`config.mk`:
```
export PLATFORM = sky130hd
export DESIGN_NAME = step_pulse_generator
export DESIGN_NICKNAME = d
export VERILOG_FILES = /design/src/rtl/step_pulse_generator.sv
export SDC_FILE = /design/constraint.sdc
export NUM_CORES = 1
export LEC_CHECK = 0
export ABC_AREA = 0
export CAP_MARGIN = 40
export CORE_MARGIN = 2
export CORE_UTILIZATION = 25
export DETAILED_ROUTE_END_ITERATION = 10
export PLACE_DENSITY_LB_ADDON = 0.08
export SETUP_SLACK_MARGIN = 0.3
export SYNTH_ARGS = -nofsm -noshare
export SYNTH_HDL_FRONTEND = slang
export SYNTH_SLANG_ARGS = --single-unit
```
`constraint.sdc`:
```
create_clock -name CLK -period 5.3 [get_ports CLK]
set_input_delay 0.53 -clock CLK [delete_from_list [all_inputs] [get_ports CLK]]
set_output_delay 0.53 -clock CLK [all_outputs]
set_load 0.02 [all_outputs]
```
`src/rtl/step_pulse_generator.sv`:
```
// step_pulse_generator
// Converts a raw, bouncing pushbutton into clean one-clock strobes. One press
// gives exactly one Pulse. With RepeatEn high, a held button also produces
// repeat pulses after an initial delay. The block also exposes the debounced
// level and a modulo-256 tally of issued pulses.
//
// state  | meaning
// -------+-----------------------------------------------------------
// IDLE   | button released, waiting for a debounced press
// HELD   | pressed, auto-repeat off; waits for release
// DELAY  | pressed, counting the initial delay before the first repeat
// REPEAT | pressed, issuing a repeat pulse every REPEAT_PERIOD cycles
module step_pulse_generator #(
  parameter int DB_CYCLES     = 4,
  parameter int REPEAT_DELAY  = 8,
  parameter int REPEAT_PERIOD = 4
) (
  input  logic       CLK,
  input  logic       RST,
  input  logic       BTN,
  input  logic       RepeatEn,
  output logic       Pulse,
  output logic       Pressed,
  output logic [7:0] PulseCount
);

  localparam int DB_W    = $clog2(DB_CYCLES);
  localparam int TMR_MAX = (REPEAT_DELAY > REPEAT_PERIOD) ? REPEAT_DELAY : REPEAT_PERIOD;
  localparam int TMR_W   = $clog2(TMR_MAX);

  localparam logic [DB_W-1:0]  DB_LAST     = DB_W'(DB_CYCLES - 1);
  localparam logic [TMR_W-1:0] DELAY_LAST  = TMR_W'(REPEAT_DELAY - 1);
  localparam logic [TMR_W-1:0] PERIOD_LAST = TMR_W'(REPEAT_PERIOD - 1);

  typedef enum logic [1:0] {
    IDLE   = 2'd0,
    HELD   = 2'd1,
    DELAY  = 2'd2,
    REPEAT = 2'd3
  } state_t;

  logic             sync0;
  logic             sync1;
  logic [DB_W-1:0]  db_cnt;
  logic [TMR_W-1:0] timer;
  state_t           state;

  // Two-flop synchronizer bringing the asynchronous button into the clock domain.
  always_ff @(posedge CLK) begin
    if (RST) begin
      sync0 <= 1'b0;
      sync1 <= 1'b0;
    end else begin
      sync0 <= BTN;
      sync1 <= sync0;
    end
  end

  // Debounce: accept a new level only after DB_CYCLES consecutive mismatching samples.
  always_ff @(posedge CLK) begin
    if (RST) begin
      db_cnt  <= '0;
      Pressed <= 1'b0;
    end else if (sync1 == Pressed) begin
      db_cnt <= '0;
    end else if (db_cnt == DB_LAST) begin
      Pressed <= sync1;
      db_cnt  <= '0;
    end else begin
      db_cnt <= db_cnt + DB_W'(1);
    end
  end

  // Press/repeat FSM with registered Pulse and the pulse tally.
  // Release beats a RepeatEn drop, which beats timer expiry.
  always_ff @(posedge CLK) begin
    if (RST) begin
      state      <= IDLE;
      timer      <= '0;
      Pulse      <= 1'b0;
      PulseCount <= 8'd0;
    end else begin
      Pulse <= 1'b0;
      case (state)
        IDLE: begin
          if (Pressed) begin
            Pulse      <= 1'b1;
            PulseCount <= PulseCount + 8'd1;
            timer      <= '0;
            state      <= RepeatEn ? DELAY : HELD;
          end
        end
        HELD: begin
          if (!Pressed) state <= IDLE;
        end
        DELAY: begin
          if (!Pressed) begin
            state <= IDLE;
          end else if (!RepeatEn) begin
            state <= HELD;
          end else if (timer == DELAY_LAST) begin
            Pulse      <= 1'b1;
            PulseCount <= PulseCount + 8'd1;
            timer      <= '0;
            state      <= REPEAT;
          end else begin
            timer <= timer + TMR_W'(1);
          end
        end
        REPEAT: begin
          if (!Pressed) begin
            state <= IDLE;
          end else if (!RepeatEn) begin
            state <= HELD;
          end else if (timer == PERIOD_LAST) begin
            Pulse      <= 1'b1;
            PulseCount <= PulseCount + 8'd1;
            timer      <= '0;
          end else begin
            timer <= timer + TMR_W'(1);
          end
        end
        default: state <= IDLE;
      endcase
    end
  end

endmodule

```
=== Yosys cells after proc, flatten, opt, wreduce, memory -nomap -nowiden ===
Index checks and enable logic that the tools add are counted.
W data, S select, Z words.

* Input bits: 4
* Logic and storage cells: 69
* Output and inout bits: 10
* Flip-flop bits (word level): 19

* Eq/ne operators: 17
* Bitwise logic cells: 1
* Add/subtract/negate cells: 3
* Reductions and logical operators: 7
* Multiplexer cells: 33

{| class="wikitable"
|+ Operators by type and width
! operator !! count
|-
| $mux W8 || 7
|-
| $pmux W8 S3 || 1
|-
| $mux W3 || 7
|-
| $mux W2 || 8
|-
| $ne A2 B2 Y1 const B || 8
|-
| $pmux W3 S3 || 1
|-
| $add A8 B1 Y8 const B || 1
|-
| $pmux W2 S4 || 1
|-
| $reduce_and A8 Y1 || 1
|-
| $mux W1 || 7
|-
| $eq A2 B2 Y1 const B || 3
|-
| $reduce_and A6 Y1 || 1
|-
| $ne A4 B4 Y1 const B || 1
|-
| $reduce_and A4 Y1 || 1
|-
| $add A3 B1 Y3 const B || 1
|-
| $eq A3 B2 Y1 const B || 1
|-
| $eq A3 B3 Y1 const B || 1
|-
| $ne A3 B3 Y1 const B || 1
|-
| $pmux W1 S3 || 1
|-
| $reduce_bool A3 Y1 || 1
|-
| $reduce_or A3 Y1 || 1
|-
| $add A2 B1 Y2 const B || 1
|-
| $eq A2 B1 Y1 const B || 1
|-
| $logic_not A2 Y1 || 1
|-
| 3 further kinds || 3
|}

=== Depth between registers and ports, before layout ===
Gate-level depths: netlist (run 1).

* Depth after elaboration: 5
* Gate-level depth with buffers: 9
* Depth with buffers taken out: 6

=== Worst setup path before layout (run 1) ===
Ideal clock, no wire load.

* Path type: register -> register
* From: register state[0]
* To: register PulseCount[5]
* Cell stages (with the launch flop): 9
* Arrival: 1.893 ns
* Period minus slack after synthesis: 2.014 ns
* Slack: 3.286 ns
* Cells stage by stage: dfxtp_1 inv_1 ha_1 buf_4 nor4_2 a311oi_1 buf_6 nor4_1 mux2_2

* Cells in the longest elaborated chain, start to end: 3

{| class="wikitable"
|+ Ends and longest elaborated chain
! what !! RTL line !! RTL
|-
| start: declaration || 46 || <nowiki>state_t state;</nowiki>
|-
| start signal: assignment || 90 || <nowiki>state <= RepeatEn ? DELAY : HELD;</nowiki>
|-
| $eq A2 B2 Y1 or $logic_not A2 Y1 (tied branches) || 84 || <nowiki>case (state)</nowiki>
|-
| $ne A2 B2 Y1 (no line) or $reduce_bool A3 Y1 (tied branches) || -- ||
|-
| $reduce_and A8 Y1 (no line) || -- ||
|-
| end signal: assignment || 88 || <nowiki>PulseCount <= PulseCount + 8'd1;</nowiki>
|-
| end signal: assignment || 103 || <nowiki>PulseCount <= PulseCount + 8'd1;</nowiki>
|-
| end signal: assignment || 117 || <nowiki>PulseCount <= PulseCount + 8'd1;</nowiki>
|-
| end: declaration || 24 || <nowiki>output logic [7:0] PulseCount</nowiki>
|}

Several ways; a longest one is shown, not always the timed one.
A chain may end at the register's enable or synchronous reset.

=== Final worst setup path (run 1) ===
Same ends and word-level chain as after synthesis.

==> impl_metrics.tcl, run 1 <==
set metrics [dict create \
    clk_root_buffer_cell "sky130_fd_sc_hd__clkbuf_8" \
    leakage_component_of_the_power_nw 0.465 \
    cts_buffers 3 \
    global_route_total_overflow 0 \
    port-buffer-count 13 \
    drt_pre_antenna_iters 4 \
    dp_cells 177 \
    place.gp.congestion 0.753 \
    drv_slew 0 \
    grt_util_all_layers_pct 9.20 \
    area_growth_pct 19.4 \
    yosysMostFrequentCell "sky130_fd_sc_hd__dfxtp_1" \
    yosys_warnings 0 \
    place.detailed.hpwl_um 1520 \
    fp.dieArea_um2 4850 \
    crit_family "simple AND/OR/NAND/NOR gates" \
    initial_core_util_pct 26.4 \
    post_drt_via_cell_ratio 4.73 \
    maximum_number_of_pins_on_one_net_before_global_route_repair 23 \
    cts.htree.levels 1 \
    period_share_pct 43.4 \
    clkTransAtPathRegs_ns 0.07 \
    postSynthRegisterBits 19 \
    fp.dieW_um 69.6 \
    synth_unique_cells 35 \
    grt_first_pass_wirelength_um 3570 \
    slew_headroom_pct 47.6 \
    grt_antenna_before_repair 0 \
    synth_top_area_share_pct 35.3 \
    ys_top_cells_by_count "sky130_fd_sc_hd__dfxtp_1, sky130_fd_sc_hd__ha_1, sky130_fd_sc_hd__a21oi_1" \
    final_layout_size_suffix_gt1_share_pct 9.92 \
    critical_path.max_fanout 15 \
    routed_antenna_nets 0 \
    postCtsResizedCells 0 \
    cts_hold_repair.buffers 0 \
    crit_buf_inv 2 \
    postSynthCellCount 120 \
    num_antenna_cells 0 \
    layoutNonFillerInstCount 181 \
    post-layout-total-power_mw 0.321 \
    synth_area_leaders "sky130_fd_sc_hd__dfxtp_1, sky130_fd_sc_hd__ha_1, sky130_fd_sc_hd__a21oi_1" \
    synthesis.area_per_instance_um2 8.98 \
    cts_tree "done" \
    type_of_element_launching_the_critical_path "register" \
    end_kind "register" \
    p_per_area_nw_per_um2 250 \
    worstSkewPairLatency_ns 0.25 \
    io_pins 14 \
    ys_seq_area_share_pct 35.3 \
    postSynth.asyncResetShare_pct 0 \
    layout.core_utilization_pct 31.5 \
    mappedNetlistArea_um2 1080 \
    drc_errors 0 \
    floorplan_core_area_um2 4090 \
    crit_required_ns 5.44 \
    holdCritPathClass "register to register" \
    route.final.wire_length_um 2130 \
    final.hold.worst_slack_ns 0.421 \
    ctsLongestPathBuffers 2 \
    synth_fp_nets 136 \
    yosys.area.top_type "sky130_fd_sc_hd__dfxtp_1" \
    maxCapViolations 0 \
    critPathKind "register to register" \
    wire_per_inst_um 11.8 \
    synth-edff-count 0 \
    hold_viol_final 0 \
    rsz0062_at_grt "no" \
    synth_flop_cell "sky130_fd_sc_hd__dfxtp_1" \
    cp.arrival_ns 2.44 \
    crit_path_cell_trace "inv_1 -> ha_1 -> nor4_2 -> a311oi_2 -> buf_4 -> nor4_1 -> mux2_2" \
    period_minus_slack_ns 2.30 \
    first_iter_violations 49 \
    chipHeight_um 69.6 \
    vias 856 \
    timing.critical_path.slowest_cell_delay_ns 0.39 \
    max_slew.worst_pin.slew_ns 0.783 \
    vdd_ir_drop_max_uv 94.1 \
    critical_path.slowest_cell "sky130_fd_sc_hd__dfxtp_1" \
    nets 148 \
    fin_setup_tns_ns 0 \
    run_status "finished clean" \
    postCtsSetupBuffers 0 \
    finClkSkew_ns 0.00535 \
    placementRows 23 \
    finalSetupViolations 0 \
    first_global_vias 789 \
    clkSinkCount 19 \
    max_freq_ghz 0.434 \
]
[cell families after synthesis]
family	share of synthesized area [%]
multiplexers	6.04
adder cells (fa/ha/maj)	13.9
AO/OA/AOI/OAI	12.5
buffers and inverters	6.39
XOR/XNOR	0.813
flip-flops	35.3
AND/OR/NAND/NOR	25.0
[registers in the layout, indices dropped and copies added (netlist names)]
| name | count |
|---|---|
| Pulse | 1 |
| state | 2 |
| Pressed | 1 |
| timer | 3 |
| sync0 | 1 |
| PulseCount | 8 |
| db_cnt | 2 |
| sync1 | 1 |
[path summary, 6_finish.rpt]
path / startpoint / endpoint / slack (ns) / cells after the start
worst min register to register: db_cnt[0] / db_cnt[0] / 0.42 / 1
worst min-delay path: db_cnt[0] / db_cnt[0] / 0.42 / 1
worst max register to register: state[0] / PulseCount[5] / 3.00 / 7
worst max-delay path: state[0] / PulseCount[5] / 3.00 / 7
[layer usage]
layer | track usage [%] | wire [um]
met5 | 0 | 0
met4 | 3.21 | 24
met3 | 3.05 | 67
met2 | 15.1 | 1010
met1 | 11.3 | 1030
[power breakdown]
| part | total, mW | internal (mW) | switching [mW] |
|---|---|---|---|
| clock | 0.0990 | 0.0533 | 0.0456 |
| sequential | 0.156 | 0.149 | 0.00699 |
| combinational | 0.0661 | 0.0281 | 0.0380 |
[placed cells by master, fill, tap and decap left out, types with 2 or more instances in the layout]
cell	synthesis	routed
sky130_fd_sc_hd__dfxtp_1	19	19
sky130_fd_sc_hd__or3b_2	2	2
sky130_fd_sc_hd__or4_1	2	2
sky130_fd_sc_hd__o21ai_0	6	6
sky130_fd_sc_hd__a21oi_1	10	10
sky130_fd_sc_hd__clkbuf_8	0	3
sky130_fd_sc_hd__inv_1	7	7
sky130_fd_sc_hd__mux2i_1	2	2
sky130_fd_sc_hd__nor2_1	9	9
sky130_fd_sc_hd__nand2_1	6	6
sky130_fd_sc_hd__ha_1	12	12
sky130_fd_sc_hd__or3_1	3	3
sky130_fd_sc_hd__nor2b_1	5	5
sky130_fd_sc_hd__o31ai_1	2	2
sky130_fd_sc_hd__nand2b_1	4	4
sky130_fd_sc_hd__mux2_2	4	4
sky130_fd_sc_hd__nand3_1	5	5
sky130_fd_sc_hd__clkdlybuf4s50_1	0	13
[worst register-to-register path, cell delays in order, from the launching register on]
cell,delay [ns]
sky130_fd_sc_hd__dfxtp_1,0.39
sky130_fd_sc_hd__inv_1,0.11
sky130_fd_sc_hd__ha_1,0.32
sky130_fd_sc_hd__nor4_2,0.34
sky130_fd_sc_hd__a311oi_2,0.13
sky130_fd_sc_hd__buf_4,0.24
sky130_fd_sc_hd__nor4_1,0.30
sky130_fd_sc_hd__mux2_2,0.36
[metrics by stage]
step	setup WS [ns]	area [um^2]
floorplan	3.29	1080
global placement	2.73	1230
detailed placement	2.98	1240
CTS	2.98	1290
global route	2.79	1290
finish	3.00	1290
[layout make-up]
class / count / area [um^2]
clock buffers: 4 / 45.0
well taps: 50 / 62.6
fillers: 453 / 2800
repair buffers: 14 / 138
inverters: 7 / 26.3
multi-input cells: 87 / 634
flip-flops and latches: 19 / 380
No activity file was read; power rests on OpenSTA's default activity.
==> run 2: changes to the inputs <==
Clock period 5.3 ns to 1.9 ns, I/O delays scaled along.
==> run 2 against run 1 <==
Net effect: combinational power increased to 4.6 times the previous value; setup slack got worse by 2.9 ns; worst hold slack better by 0.00056 ns; sequential cell count is the same; core utilization increased by 7.1 points; final area increased by 23%; non-clock buffer count rose by 19; critical endpoint is now timer[0]; largest cell class unchanged.
==> impl_metrics.tcl, run 2 (synthesis results as in run 1) <==
set metrics [dict create \
    biggestRegsByFlops "PulseCount x8, timer x3" \
    area_growth_pct 46.3 \
    routed_antenna_nets 0 \
    comb_power_share_pct 29.3 \
    chipHeight_um 69.6 \
    floorplan_core_area_um2 4090 \
    min-delay-start "db_cnt[0]" \
    final_layout_size_suffix_gt1_share_pct 34.7 \
    drt_pre_antenna_iters 4 \
    type_of_element_launching_the_critical_path "register" \
    port-buffer-count 13 \
    nets 167 \
    mostFrequentLayoutCell "sky130_fd_sc_hd__buf_4" \
    vdd_ir_drop_max_uv 314 \
    critPathKind "register to register" \
    cts_tree "done" \
    fp.dieArea_um2 4850 \
    drv_slew 0 \
    critical_path.max_fanout 6 \
    grt_antenna_before_repair 0 \
    period_share_pct 95.9 \
    finClkSkew_ns 0.00720 \
    first_global_vias 954 \
    grt_first_pass_wirelength_um 4420 \
    slew_headroom_pct 79.8 \
    clkSinkCount 19 \
    cell_internal_pwr_mw 0.720 \
    maximum_number_of_pins_on_one_net_before_global_route_repair 13 \
    finalSetupViolations 0 \
    clockPowerShare_pct 28.2 \
    p_per_area_nw_per_um2 655 \
    most-common-layout-cells "sky130_fd_sc_hd__buf_4, sky130_fd_sc_hd__dfxtp_1, sky130_fd_sc_hd__clkdlybuf4s50_1, sky130_fd_sc_hd__nor2_1, sky130_fd_sc_hd__ha_1" \
    final_design_area_no_fill_um2 1580 \
    maxCapViolations 0 \
    critical_path.slowest_cell "sky130_fd_sc_hd__dfxtp_4" \
    holdCritPathClass "register to register" \
    worstSkewPairLatency_ns 0.26 \
    leakage_component_of_the_power_nw 0.620 \
    cp.arrival_ns 2.02 \
    dp_worst_setup_slack_ns -0.0392 \
    timing.hold.worst_endpoint "db_cnt[0]" \
    route.final.wire_length_um 2440 \
    timing.hold.worst_path_depth 1 \
    r2r_start "state[0]" \
    timing.critical_path.slowest_cell_delay_ns 0.39 \
    place.gp.congestion 0.733 \
    max_slew.worst_pin.slew_ns 0.303 \
    crit_required_ns 2.09 \
    global_route_total_overflow 0 \
    rrSetupSlack_ns 0.08 \
    post_drt_via_cell_ratio 4.65 \
    crit_path_cell_trace "inv_6 -> ha_4 -> nor4_4 -> a311oi_2 -> buf_6 -> buf_4 -> or3b_1 -> a21oi_2" \
    crit_buf_inv 3 \
    hold_viol_final 0 \
    num_antenna_cells 0 \
    ctsLongestPathBuffers 2 \
    cts_buffers 3 \
    r2r-end "timer[0]" \
    sw_frac_of_total_pct 30.2 \
    wire_per_inst_um 12.2 \
    total_switching_power_mw 0.312 \
    cts.htree.levels 1 \
    logic_depth_of_the_worst_register_to_register_path 8 \
    largest_register_ffs 8 \
    initial_core_util_pct 26.4 \
    period_minus_slack_ns 1.82 \
    grt_util_all_layers_pct 11.2 \
    pwr-share-seq_pct 42.5 \
    crit_family "simple AND/OR/NAND/NOR gates" \
    drc_errors 0 \
    max_freq_ghz 0.549 \
    rsz0062_at_grt "yes" \
    io_pins 14 \
    end_kind "register" \
    first_iter_violations 42 \
    fp.dieW_um 69.6 \
    clkTransAtPathRegs_ns 0.08 \
    critical_path_cell_count 8 \
    clk_root_buffer_cell "sky130_fd_sc_hd__clkbuf_8" \
    place.detailed.hpwl_um 1750 \
    placementRows 23 \
    place_area_um2 1400 \
    timing.final.ws_setup_ns 0.0784 \
    vias 930 \
    run_status "finished clean" \
    max_flop_register "PulseCount" \
]
[run 2: cell type report]
cell class | instances | area [um^2]
clock buffers | 3 | 41.3
clock inverters | 1 | 5.00
fillers | 420 | 2510
multi-input cells | 87 | 759
flip-flops and latches | 19 | 388
well taps | 50 | 62.6
inverters | 7 | 31.3
repair buffers | 33 | 289
[run 2: worst max-delay path by stage]
| stage | startpoint | end | slack (ns) |
|---|---|---|---|
| after floorplan | state[1] | PulseCount[4] | 0.11 |
| after global placement | state[1] | PulseCount[3] | 0.008 |
| after detailed placement | state[1] | PulseCount[3] | -0.04 |
| after CTS | state[0] | timer[0] | 0.05 |
| after global routing | state[0] | timer[0] | -0.01 |
| final | state[0] | timer[0] | 0.08 |
[run 2: worst register-to-register path, stage by stage, from the launching register on]
cell and delay [ns]:
sky130_fd_sc_hd__dfxtp_4 0.39, sky130_fd_sc_hd__inv_6 0.05, sky130_fd_sc_hd__ha_4 0.26, sky130_fd_sc_hd__nor4_4 0.21, sky130_fd_sc_hd__a311oi_2 0.09, sky130_fd_sc_hd__buf_6 0.16, sky130_fd_sc_hd__buf_4 0.13, sky130_fd_sc_hd__or3b_1 0.36
sky130_fd_sc_hd__a21oi_2 0.12
[run 2: layer usage]
| layer | vias to the layer above | global-route usage (%) | wire length, um |
|---|---|---|---|
| li1 | 484 | - | - |
| met1 | 433 | 14.2 | 1230 |
| met2 | 11 | 18.8 | 1120 |
| met3 | 2 | 3.05 | 69 |
| met4 | 0 | 2.56 | 16 |
| met5 | - | 0 | 0 |
[run 2: power by group through the flow]
stage	combinational (mW)	clock [mW]	sequential, mW
after detailed placement	0.254	0	0.446
after CTS	0.300	0.314	0.438
after global placement	0.253	0	0.445
after floorplan	0.173	0	0.448
final	0.302	0.291	0.439
after global routing	0.336	0.324	0.443
[run 2: per-stage QoR]
| stage | total power, mW | instances | util (%) | TNS, ns | hold slack [ns] |
|---|---|---|---|---|---|
| global placement | 0.698 | 192 | 34.4 | 0 | 0.406 |
| floorplan | 0.621 | 120 | - | 0 | 0.318 |
| detailed placement | 0.700 | 192 | 34.4 | -0.0627 | 0.419 |
| global route | 1.10 | 200 | 38.6 | -0.0246 | 0.477 |
| CTS | 1.05 | 200 | 37.4 | 0 | 0.432 |
| finish | 1.03 | 200 | 38.6 | 0 | 0.422 |
[run 2: what timing repair did]
item	CTS	global route
gates cloned	1	0
hold endpoints to repair	0	0
pin swaps	13	3
setup buffers	3	0
gates resized for setup	11	13
hold buffers	0	0
endpoints found under the setup margin	13	16
==> run 3: changes to the inputs <==
Settings changed: CORE_UTILIZATION 25 to 55, MAX_ROUTING_LAYER from default to met4.
Clock period 1.9 ns to 2.3 ns, I/O delays scaled along.
==> run 3 against run 2 <==
Net effect: clock power is 42% lower; critical path depth down 1; worst hold slack improved by 0.0026 ns; non-clock buffer count down 16; total power shrank 30%; cell count down 20%; core utilization increased by 32 points; largest cell class unchanged.
==> impl_metrics.tcl, run 3 (synthesis results as in run 1) <==
set metrics [dict create \
    floorplan_core_area_um2 1900 \
    initial_core_util_pct 56.6 \
    cts.htree.levels 1 \
    final_design_area_no_fill_um2 1340 \
    dp_worst_setup_slack_ns 0.103 \
    period_minus_slack_ns 1.91 \
    end_kind "register" \
    max_flop_register "PulseCount" \
    post-layout-total-power_mw 0.727 \
    crit_required_ns 2.54 \
    grt_util_all_layers_pct 21.5 \
    routed_antenna_nets 0 \
    clkTransAtPathRegs_ns 0.10 \
    chipHeight_um 48.3 \
    post_drt_via_cell_ratio 5.74 \
    placementRows 16 \
    timing.hold.worst_endpoint "db_cnt[0]" \
    biggestRegsByFlops "PulseCount x8, timer x3" \
    critPathKind "register to register" \
    route.final.wire_length_um 2240 \
    vias 924 \
    drv_slew 0 \
    cts_tree "done" \
    slew_headroom_pct 78.4 \
    worstSkewPairLatency_ns 0.30 \
    holdCritPathClass "register to register" \
    mostFrequentLayoutCell "sky130_fd_sc_hd__dfxtp_1" \
    max_freq_ghz 0.523 \
    grt_antenna_before_repair 0 \
    cts_buffers 3 \
    min-delay-start "db_cnt[0]" \
    maxCapViolations 0 \
    finClkSkew_ns 0.00233 \
    postCtsSetupBuffers 0 \
    final_layout_size_suffix_gt1_share_pct 18.7 \
    cp.arrival_ns 2.16 \
    wire_per_inst_um 13.9 \
    timing.hold.worst_path_depth 1 \
    num_antenna_cells 0 \
    rsz0062_at_grt "no" \
    clkSinkCount 19 \
    p_per_area_nw_per_um2 544 \
    period_share_pct 83.2 \
    grt_first_pass_wirelength_um 3280 \
    most-common-layout-cells "sky130_fd_sc_hd__dfxtp_1, sky130_fd_sc_hd__clkdlybuf4s50_1, sky130_fd_sc_hd__a21oi_1, sky130_fd_sc_hd__nor2_1, sky130_fd_sc_hd__ha_1" \
    place.detailed.hpwl_um 1510 \
    drt_pre_antenna_iters 4 \
    first_global_vias 745 \
    area_growth_pct 23.9 \
    nets 151 \
    drc_errors 0 \
    ctsLongestPathBuffers 2 \
    fin_setup_tns_ns 0 \
    vdd_ir_drop_max_uv 416 \
    first_iter_violations 21 \
    clk_root_buffer_cell "sky130_fd_sc_hd__clkbuf_4" \
    r2r_start "state[0]" \
    r2r-end "PulseCount[7]" \
    port-buffer-count 13 \
    rrSetupSlack_ns 0.39 \
    maximum_number_of_pins_on_one_net_before_global_route_repair 21 \
    type_of_element_launching_the_critical_path "register" \
    hold_viol_final 0 \
    leakage_component_of_the_power_nw 0.475 \
    global_route_total_overflow 0 \
    fp.dieArea_um2 2330 \
    logic_depth_of_the_worst_register_to_register_path 7 \
    largest_register_ffs 8 \
    critical_path.max_fanout 10 \
    place_area_um2 1230 \
    finalSetupViolations 0 \
    place.gp.congestion 0.787 \
    timing.final.ws_setup_ns 0.386 \
    max_slew.worst_pin.slew_ns 0.322 \
    fp.dieW_um 48.3 \
    io_pins 14 \
    run_status "finished clean" \
]
run 3: cell count changes in the layout (fill, tap and decap cells not counted), sizes merged:
cell | before | now
clkdlybuf4s50 | 11 | 13
buf | 20 | 4
clkinv | 1 | 0
dlymetal6s2s | 2 | 0
clkbuf | 3 | 4
run 3: layer usage:
layer / vias up / routed length, um / part of all wire (%) / global-route usage, %
met5: - / 0 / 0 / -
met4: 0 / 21 / 0.94 / 6.49
met3: 5 / 95 / 4.2 / 7.78
met2: 28 / 1160 / 52 / 35.5
met1: 441 / 964 / 43 / 24.0
li1: 450 / - / - / -
run 3: through the flow:
stage          hold slack [ns]  instances  util, %
6_report                 0.424        161     70.2
3_3_place_gp             0.405        156     64.9
2_1_floorplan            0.358        120        -
4_1_cts                  0.429        160     68.0
3_5_place_dp             0.414        156     64.9
5_1_grt                  0.468        161     70.2
run 3: repair_timing:
item,CTS,global route
hold buffers,0,0
gates resized for setup,9,7
endpoints found under the setup margin,8,5
gates cloned,0,1
run 3: worst max path at each step:
stage	start	end	slack (ns)	depth (start not counted)
floorplan	state[0]	PulseCount[5]	0.31	8
global route	state[0]	PulseCount[5]	0.28	7
CTS	state[0]	PulseCount[5]	0.32	7
detailed placement	state[0]	PulseCount[5]	0.10	7
global placement	state[0]	PulseCount[5]	0.20	7
finish	state[0]	PulseCount[7]	0.39	7
run 3: where the power goes:
part           total (mW)  internal (mW)  switching (mW)
combinational       0.195         0.0878           0.107
clock               0.170         0.0677           0.102
sequential          0.362          0.344          0.0183
total               0.727          0.500           0.227
run 3: worst max-delay path: stages (launching register included):
cell and delay [ns]:
sky130_fd_sc_hd__dfxtp_4 0.39, sky130_fd_sc_hd__inv_4 0.06, sky130_fd_sc_hd__ha_4 0.20, sky130_fd_sc_hd__nor4_4 0.28
sky130_fd_sc_hd__a311oi_2 0.09, sky130_fd_sc_hd__buf_6 0.17, sky130_fd_sc_hd__or4b_1 0.51, sky130_fd_sc_hd__a21oi_1 0.14
run 3: cell type report:
type,count,area (um^2)
Multi-Input combinational cell,87,697
Fill cell,147,567
Sequential cell,19,388
Timing Repair Buffer,17,161
Tap cell,27,33.8
Inverter,7,28.8
Clock buffer,4,26.3
